$ cat src/rtl/inst_fetch_bridge.sv
// One-entry instruction fetch buffer bridging the CPU ROM port to a slow req/ack memory.
// Optional second (prefetch) entry and PREFETCH state when INST_PREFETCH_EN is defined.
module inst_fetch_bridge #(
  parameter int unsigned ADDR_W  = 32,
  parameter int unsigned DATA_W  = 32,
  parameter int unsigned TIMEOUT = 255
) (
  input  logic              clk,
  input  logic              rst,
  input  logic              rom_ce_i,
  input  logic [ADDR_W-1:0] rom_addr_i,
  output logic [DATA_W-1:0] rom_data_o,
  output logic              stall_o,
  output logic              mem_req_o,
  output logic [ADDR_W-1:0] mem_addr_o,
  input  logic              mem_ack_i,
  input  logic [DATA_W-1:0] mem_rdata_i,
  output logic              fetch_err_o
);

  localparam int unsigned CNT_W = $clog2(TIMEOUT + 1);

  typedef enum logic [1:0] {
    S_IDLE     = 2'd0,
    S_WAIT     = 2'd1,
    S_PREFETCH = 2'd2
  } state_t;

  state_t              r_state;
  logic                r_buf_valid;
  logic [ADDR_W-1:0]   r_buf_addr;
  logic [DATA_W-1:0]   r_buf_data;
  logic [CNT_W-1:0]    r_cnt;

  logic                w_buf_hit;
  logic                w_hit;
  logic                w_miss;
  logic                w_timeout;
  logic                w_done;
  logic [DATA_W-1:0]   w_fill_data;

  assign w_buf_hit = rom_ce_i && r_buf_valid && (rom_addr_i == r_buf_addr);

`ifdef INST_PREFETCH_EN
  logic                r_pf_valid;
  logic [ADDR_W-1:0]   r_pf_addr;
  logic [DATA_W-1:0]   r_pf_data;
  logic                w_pf_hit;
  logic [ADDR_W-1:0]   w_next_addr;

  assign w_pf_hit    = rom_ce_i && r_pf_valid && (rom_addr_i == r_pf_addr);
  assign w_next_addr = r_buf_addr + ADDR_W'(4);
  assign w_hit       = w_buf_hit || w_pf_hit;
  assign rom_data_o  = w_buf_hit ? r_buf_data : (w_pf_hit ? r_pf_data : '0);
`else
  assign w_hit       = w_buf_hit;
  assign rom_data_o  = w_buf_hit ? r_buf_data : '0;
`endif

  assign w_miss      = rom_ce_i && !w_hit;
  assign stall_o     = w_miss;
  assign w_timeout   = (r_cnt == CNT_W'(TIMEOUT - 1));
  assign w_done      = mem_ack_i || w_timeout;
  // A timed-out fetch is filled with an all-zero NOP.
  assign w_fill_data = mem_ack_i ? mem_rdata_i : '0;

  always_ff @(posedge clk or negedge rst) begin
    if (!rst) begin
      r_state     <= S_IDLE;
      r_buf_valid <= 1'b0;
      r_buf_addr  <= '0;
      r_buf_data  <= '0;
      r_cnt       <= '0;
      mem_req_o   <= 1'b0;
      mem_addr_o  <= '0;
      fetch_err_o <= 1'b0;
`ifdef INST_PREFETCH_EN
      r_pf_valid  <= 1'b0;
      r_pf_addr   <= '0;
      r_pf_data   <= '0;
`endif
    end else begin
      fetch_err_o <= 1'b0;
`ifdef INST_PREFETCH_EN
      // Promote a consumed prefetch entry into the main buffer.
      if (w_pf_hit && !w_buf_hit) begin
        r_buf_valid <= 1'b1;
        r_buf_addr  <= r_pf_addr;
        r_buf_data  <= r_pf_data;
        r_pf_valid  <= 1'b0;
      end
`endif
      case (r_state)
        S_IDLE: begin
          if (w_miss) begin
            mem_addr_o <= rom_addr_i;
            mem_req_o  <= 1'b1;
            r_cnt      <= '0;
            r_state    <= S_WAIT;
          end
`ifdef INST_PREFETCH_EN
          else if (r_buf_valid && !w_pf_hit &&
                   !(r_pf_valid && (r_pf_addr == w_next_addr))) begin
            mem_addr_o <= w_next_addr;
            mem_req_o  <= 1'b1;
            r_cnt      <= '0;
            r_state    <= S_PREFETCH;
          end
`endif
        end
        S_WAIT: begin
          if (w_done) begin
            r_buf_valid <= 1'b1;
            r_buf_addr  <= mem_addr_o;
            r_buf_data  <= w_fill_data;
            mem_req_o   <= 1'b0;
            fetch_err_o <= !mem_ack_i;
            r_state     <= S_IDLE;
          end else begin
            r_cnt <= r_cnt + CNT_W'(1);
          end
        end
`ifdef INST_PREFETCH_EN
        S_PREFETCH: begin
          if (w_done) begin
            r_pf_valid  <= 1'b1;
            r_pf_addr   <= mem_addr_o;
            r_pf_data   <= w_fill_data;
            mem_req_o   <= 1'b0;
            fetch_err_o <= !mem_ack_i;
            r_state     <= S_IDLE;
          end else begin
            r_cnt <= r_cnt + CNT_W'(1);
          end
        end
`endif
        default: r_state <= S_IDLE;
      endcase
    end
  end

endmodule

$ cat config.mk
export PLATFORM = sky130hd
export DESIGN_NAME = inst_fetch_bridge
export DESIGN_NICKNAME = d
export VERILOG_FILES = /design/src/rtl/inst_fetch_bridge.sv
export SDC_FILE = /design/constraint.sdc
export NUM_CORES = 1
export LEC_CHECK = 0
export CORE_UTILIZATION = 52
export DETAILED_ROUTE_END_ITERATION = 7
export PLACE_DENSITY = 0.83
export SYNTH_ARGS = -nofsm -noshare
export SYNTH_HDL_FRONTEND = slang
export SYNTH_SLANG_ARGS = --single-unit
export TNS_END_PERCENT = 100
$ cat constraint.sdc
create_clock -name clk -period 5.77 [get_ports clk]
set_clock_uncertainty 0.1 [all_clocks]
set_input_delay 1.154 -clock clk [delete_from_list [all_inputs] [get_ports clk]]
set_output_delay 1.154 -clock clk [all_outputs]
set_load 0.01 [all_outputs]
==> flow_summary.toml, run 1 <==
[clock_network]
htree_levels = 3
cts_sinks = 107
cts_tree = "built"
cts_buffers = 9
ctsLongestPathBuffers = 2
cts-root-buf = "clkbuf_8"
clock_latency_ns = 0.37
cts_resized = 0
post_cts_buffers = 0
clk_pin_slew_ns = 0.10
cts_hold_buf = 0

[sta]
finalHoldViolCount = 0
fmax_mhz = 198
layout_min_cycle_time_ns = 5.05
rsz0062_at_grt = "false"
timing.final.crit_share_pct = 87.5
slew_headroom_pct = 24.5
slew_violations = 0
worst_pin_slew_ns = 1.13
setup_tns_ns = 0
setup_viol = 0

[power]
vdd_ir_drop_max_mv = 0.181
power_mw = 2.13
p_leak_nw = 2.77
power_density_nw_per_um2 = 336

[setup_path]
end_kind = "output port"
critPathKind = "input pin to output port"
cp.required_ns = 4.52
crit_path_start_kind = "input pin"
reg2reg_depth = 8
r2r_start = "r_buf_addr[8]$_DFFE_PN0P_"
r2r_slack_ns = 2.63
r2r-end = "mem_addr_o[29]$_DFFE_PN0P_"
worst-endpoint-arrival_ns = 3.80
path_max_fanout = 37

[synth]
yosys_warnings = 0
synthDistinctLibCells = 37
yosysTopAreaCell = "dfrtp_1"
synthArstFlopShare_pct = 100
syn-num-nets = 422
yosysSeqAreaShare_pct = 56.0
ys_ff_latch = 107
synth_area_per_cell_um2 = 13.6
synth_area_um2 = 4780
synth_top_area_share_pct = 56.0
synthCells = 352
synth_enable_flop_cells = 0
synth_ff_type = "dfrtp_1"
yosys-top-cells-area = "dfrtp_1 (56%), mux2_4 (9.1%), mux2_2 (8.0%), a22o_1 (5.9%), xor2_1 (4.2%)"

[route]
drc = 10
drtIter0Drc = 100
wire_per_inst_um = 17.2
via_per_inst = 5.37
routed_wl_um = 10200
ant_nets = 0
first_pass_iters = 6
dr_total_vias = 3194

[layout]
layout_common_cells = "clkdlybuf4s50_1 (133), dfrtp_1 (107), mux2_2 (34)"
fin_util_pct = 72.1
regArea_um2 = 2680
drive_above_1_share_pct = 18.9
nNetsFinal = 552
multiInputGateArea_um2 = 1950
layout_commonest_cell = "clkdlybuf4s50_1"
antenna_cells = 0
area_growth_pct = 32.9
num-fill-cells = 609
finalNonFillerCells = 595

[floorplan]
core_region_area_um2 = 8810
rows = 34
fp.dieW_um = 97.9
io_pins = 135
start_util_pct = 54.3
dieArea_um2 = 9580
die_y_um = 97.9

[global_route]
grt_max_degree = 62
grt_pass1_vias = 3433
grt_pass1_wl_um = 16900
groute.usage.overall_pct = 22.3
antenna_found_initial = 0
overflow = 0

[placed_design]
io_buffers = 134
hpwl_um = 7300
gp_congestion = 0.791
dpl.cell_count = 579

[flow_run]
maxCapViolations = 0

[run_status]
violations = "DRC"
status = "finished with violations"

[worst_hold_path]
hold-path-cell-count = 1
worstHoldPathType = "flip-flop to flip-flop"
hold_end = "r_buf_valid$_DFFE_PN0P_"
hold_start = "r_buf_valid$_DFFE_PN0P_"
==> stage by stage <==
step	hold WS (ns)	worst slack [ns]	area, µm²
floorplan	0.335	1.89	4780
global placement	0.350	0.746	6170
detailed placement	0.356	0.700	6170
CTS	0.385	0.695	6350
global route	0.417	0.539	6350
finish	0.390	0.720	6350
==> report_power, final <==
group | total, mW | switching [mW] | internal (mW) | leakage [nW]
clock network | 0.430 | 0.267 | 0.164 | 0.0844
registers | 1.10 | 0.144 | 0.955 | 1.29
logic | 0.602 | 0.224 | 0.378 | 1.40
total | 2.13 | 0.634 | 1.50 | 2.77
==> sequential cells by signal (all words and copies together) (netlist names) <==
register,flops
mem_addr_o,32
fetch_err_o,1
r_buf_addr,32
r_buf_valid,1
mem_req_o,1
r_cnt,8
r_buf_data,32
==> per-layer routing <==
metal | vias to the layer above | part of all wire [%] | GRT usage (%)
met5 | - | 0 | 0
met4 | 0 | 1.2 | 7.58
met3 | 8 | 4.5 | 4.29
met2 | 89 | 49 | 36.3
met1 | 1590 | 45 | 30.2
li1 | 1507 | - | -
==> worst max-delay path by stage <==
stage	end	depth (start not counted)	slack, ns	start
2_1_floorplan	rom_data_o[10]	6	1.89	rom_addr_i[17]
3_3_place_gp	rom_data_o[3]	8	0.75	rom_addr_i[8]
3_5_place_dp	stall_o	8	0.70	rom_addr_i[8]
4_1_cts	rom_data_o[1]	8	0.70	rom_addr_i[8]
5_1_grt	rom_data_o[4]	8	0.54	rom_addr_i[8]
6_report	rom_data_o[1]	8	0.72	rom_addr_i[8]
==> synth_stat cells (2+ instances only) <==
master and count:
dfrtp_1 107, mux2_2 34, a211oi_1 2, inv_1 7, clkbuf_1 15, nand2b_1 3, nand4_1 4, nor4_1 5
and3_1 2, ha_1 2, xnor2_1 5, buf_12 3, mux2_4 29, xor2_1 23, nor2_1 9, a22o_1 32
nand2_1 3, and2_1 31, and2_2 2, nand3_1 5, nor2b_1 3, nor3_1 5, o21ai_0 7
==> final cells by class <==
type	instances	share of cell area, %
Tap cell	108	2.13
Clock buffer	9	1.95
Sequential cell	107	42.2
Inverter	8	0.473
Clock inverter	7	0.946
Multi-Input combinational cell	218	30.8
Timing Repair Buffer	138	21.6
==> cell families after synthesis <==
logic type | count (synthesis) | synth area share [%]
AND/OR/NAND/NOR | 76 | 9.58
buffers and inverters | 27 | 3.30
AO/OA/AOI/OAI | 48 | 8.09
flip-flops | 107 | 56.0
adder cells (fa/ha/maj) | 2 | 0.524
XOR/XNOR | 28 | 5.13
multiplexers | 64 | 17.3
==> critical path, stage by stage <==
cell             delay [ns]
clkdlybuf4s50_1        0.45
xor2_1                 0.16
nor4_1                 0.48
nand4_1                0.24
nor4_4                 0.26
buf_4                  0.31
and2_1                 0.19
clkdlybuf4s50_1        0.54
Note: power is estimated with default switching activity, not from simulation.
==> run 2: changes to the inputs <==
Settings changed: CORE_UTILIZATION 52 to 35, PLACE_DENSITY 0.83 to 0.59.
==> flow_summary.toml, run 2 (same netlist as run 1, synthesis figures left out) <==
[run_status]
status = "completed"

[clock_network]
cts_tree = "built"
clock_latency_ns = 0.35
post_cts_buffers = 0
clk_pin_slew_ns = 0.07
cts_resized = 0
htree_levels = 3
cts_hold_buf = 0
ctsLongestPathBuffers = 2
cts_buffers = 9
cts-root-buf = "clkbuf_16"
cts_sinks = 107

[sta]
rsz0062_at_grt = "false"
worst_pin_slew_ns = 1.26
finalHoldViolCount = 0
fmax_mhz = 191
setup_tns_ns = 0
slew_violations = 0
layout_min_cycle_time_ns = 5.23
timing.final.crit_share_pct = 90.7
setup_viol = 0
slew_headroom_pct = 16.0

[layout]
num-fill-cells = 1235
layout_commonest_cell = "clkdlybuf4s50_1"
antenna_cells = 0
reg.largest.list = "mem_addr_o (32), r_buf_addr (32), r_buf_data (32)"
layout_common_cells = "clkdlybuf4s50_1 (133), dfrtp_1 (107), mux2_2 (34)"
drive_above_1_share_pct = 19.2
nNetsFinal = 555
area_growth_pct = 37.9

[floorplan]
core_region_area_um2 = 13300
io_pins = 135
die_y_um = 119
start_util_pct = 35.9
fp.dieW_um = 119
dieArea_um2 = 14100
rows = 42

[global_route]
grt_pass1_vias = 3457
antenna_found_initial = 0
groute.usage.overall_pct = 16.5
grt_pass1_wl_um = 18000
overflow = 0
grt_max_degree = 66

[route]
wire_per_inst_um = 16.4
via_per_inst = 4.84
drc = 0
routed_wl_um = 10900
first_pass_iters = 5
drtIter0Drc = 86
ant_nets = 0
dr_total_vias = 3223

[setup_path]
path_max_fanout = 37
crit_end = "rom_data_o[8]"
r2r-end = "mem_addr_o[28]$_DFFE_PN0P_"
end_kind = "output port"
reg2reg_depth = 8
worst-endpoint-arrival_ns = 3.98
critPathKind = "input pin to output port"
cp.required_ns = 4.52
r2r_slack_ns = 2.37
r2r_start = "r_buf_addr[31]$_DFFE_PN0P_"
startpoint = "rom_addr_i[31]"
crit_path_start_kind = "input pin"

[power]
p_int_mw = 1.69
power_density_nw_per_um2 = 354
pwr-share-comb_pct = 26.1
switching_power_mw = 0.640
power_mw = 2.33
p_leak_nw = 2.85
switching_share_pct = 27.5
seq_power_share_pct = 47.0
clkPwrFrac_pct = 26.9
vdd_ir_drop_max_mv = 0.211

[placed_design]
gp_congestion = 0.755
hpwl_um = 7540
io_buffers = 134

[worst_hold_path]
worstHoldPathType = "flip-flop to flip-flop"

[flow_run]
maxCapViolations = 0
[run 2: cell types whose count changed in the layout (fill, tap and decap cells not counted), sizes merged]
cell      delta
bufinv       +1
buf          +3
inv          -2
clkinvlp     -2
clkbuf       +2
clkinv       +1
[run 2: worst max-delay path: stages]
cell	delay [ns]
clkdlybuf4s50_1	0.44
xor2_1	0.15
nor4_1	0.59
nand4_1	0.27
nor4_4	0.25
buf_4	0.34
and2_1	0.22
clkdlybuf4s50_1	0.54
[run 2: metal layers]
layer	wire, µm	up-vias	share of wire (%)	track usage, %
li1	-	1503	-	-
met1	5020	1637	46	21.5
met2	5160	77	47	26.2
met3	620	6	5.7	5.80
met4	119	0	1.1	4.27
met5	0	-	0	0
[run 2: worst min-delay path by stage]
stage,cells after the start,start,end
floorplan,1,r_buf_valid$_DFFE_PN0P_,r_buf_valid$_DFFE_PN0P_
global placement,1,r_buf_valid$_DFFE_PN0P_,r_buf_valid$_DFFE_PN0P_
detailed placement,1,r_buf_valid$_DFFE_PN0P_,r_buf_valid$_DFFE_PN0P_
CTS,1,r_buf_valid$_DFFE_PN0P_,r_buf_valid$_DFFE_PN0P_
global route,1,r_buf_valid$_DFFE_PN0P_,r_buf_valid$_DFFE_PN0P_
finish,1,r_buf_valid$_DFFE_PN0P_,r_buf_valid$_DFFE_PN0P_
[run 2: final cells by class]
cell class | count | area [µm²] | share of cell area (%)
Timing Repair Buffer | 141 | 1400 | 21.3
Clock buffer | 11 | 243 | 3.68
Tap cell | 176 | 220 | 3.34
Multi-Input combinational cell | 218 | 1950 | 29.7
Sequential cell | 107 | 2680 | 40.6
Clock inverter | 5 | 60.1 | 0.912
Inverter | 8 | 30.0 | 0.456
[run 2: through the flow]
| stage | utilization (%) | hold WS [ns] | worst slack, ns | std cells | area, µm² |
|---|---|---|---|---|---|
| final | 49.6 | 0.377 | 0.535 | 666 | 6590 |
| after global routing | 49.6 | 0.390 | 0.412 | 666 | 6590 |
| after CTS | 49.6 | 0.375 | 0.591 | 666 | 6590 |
| after detailed placement | 47.3 | 0.353 | 0.607 | 650 | 6290 |
| after global placement | 47.3 | 0.356 | 0.621 | 650 | 6290 |
| after floorplan | - | 0.335 | 1.89 | 352 | 4780 |
[run 2: power groups by stage]
stage | sequential [mW] | clock [mW] | combinational [mW]
floorplan | 1.10 | 0 | 0.356
global placement | 1.10 | 0 | 0.607
detailed placement | 1.11 | 0 | 0.617
CTS | 1.10 | 0.652 | 0.619
global route | 1.12 | 0.678 | 0.660
finish | 1.10 | 0.627 | 0.607
==> run 3: changes to the inputs <==
Settings changed: ABC_CLOCK_PERIOD_IN_PS set to 5770.
==> results of run 3 <==
The final DEF is identical to that of run 2; final timing and power are the same.
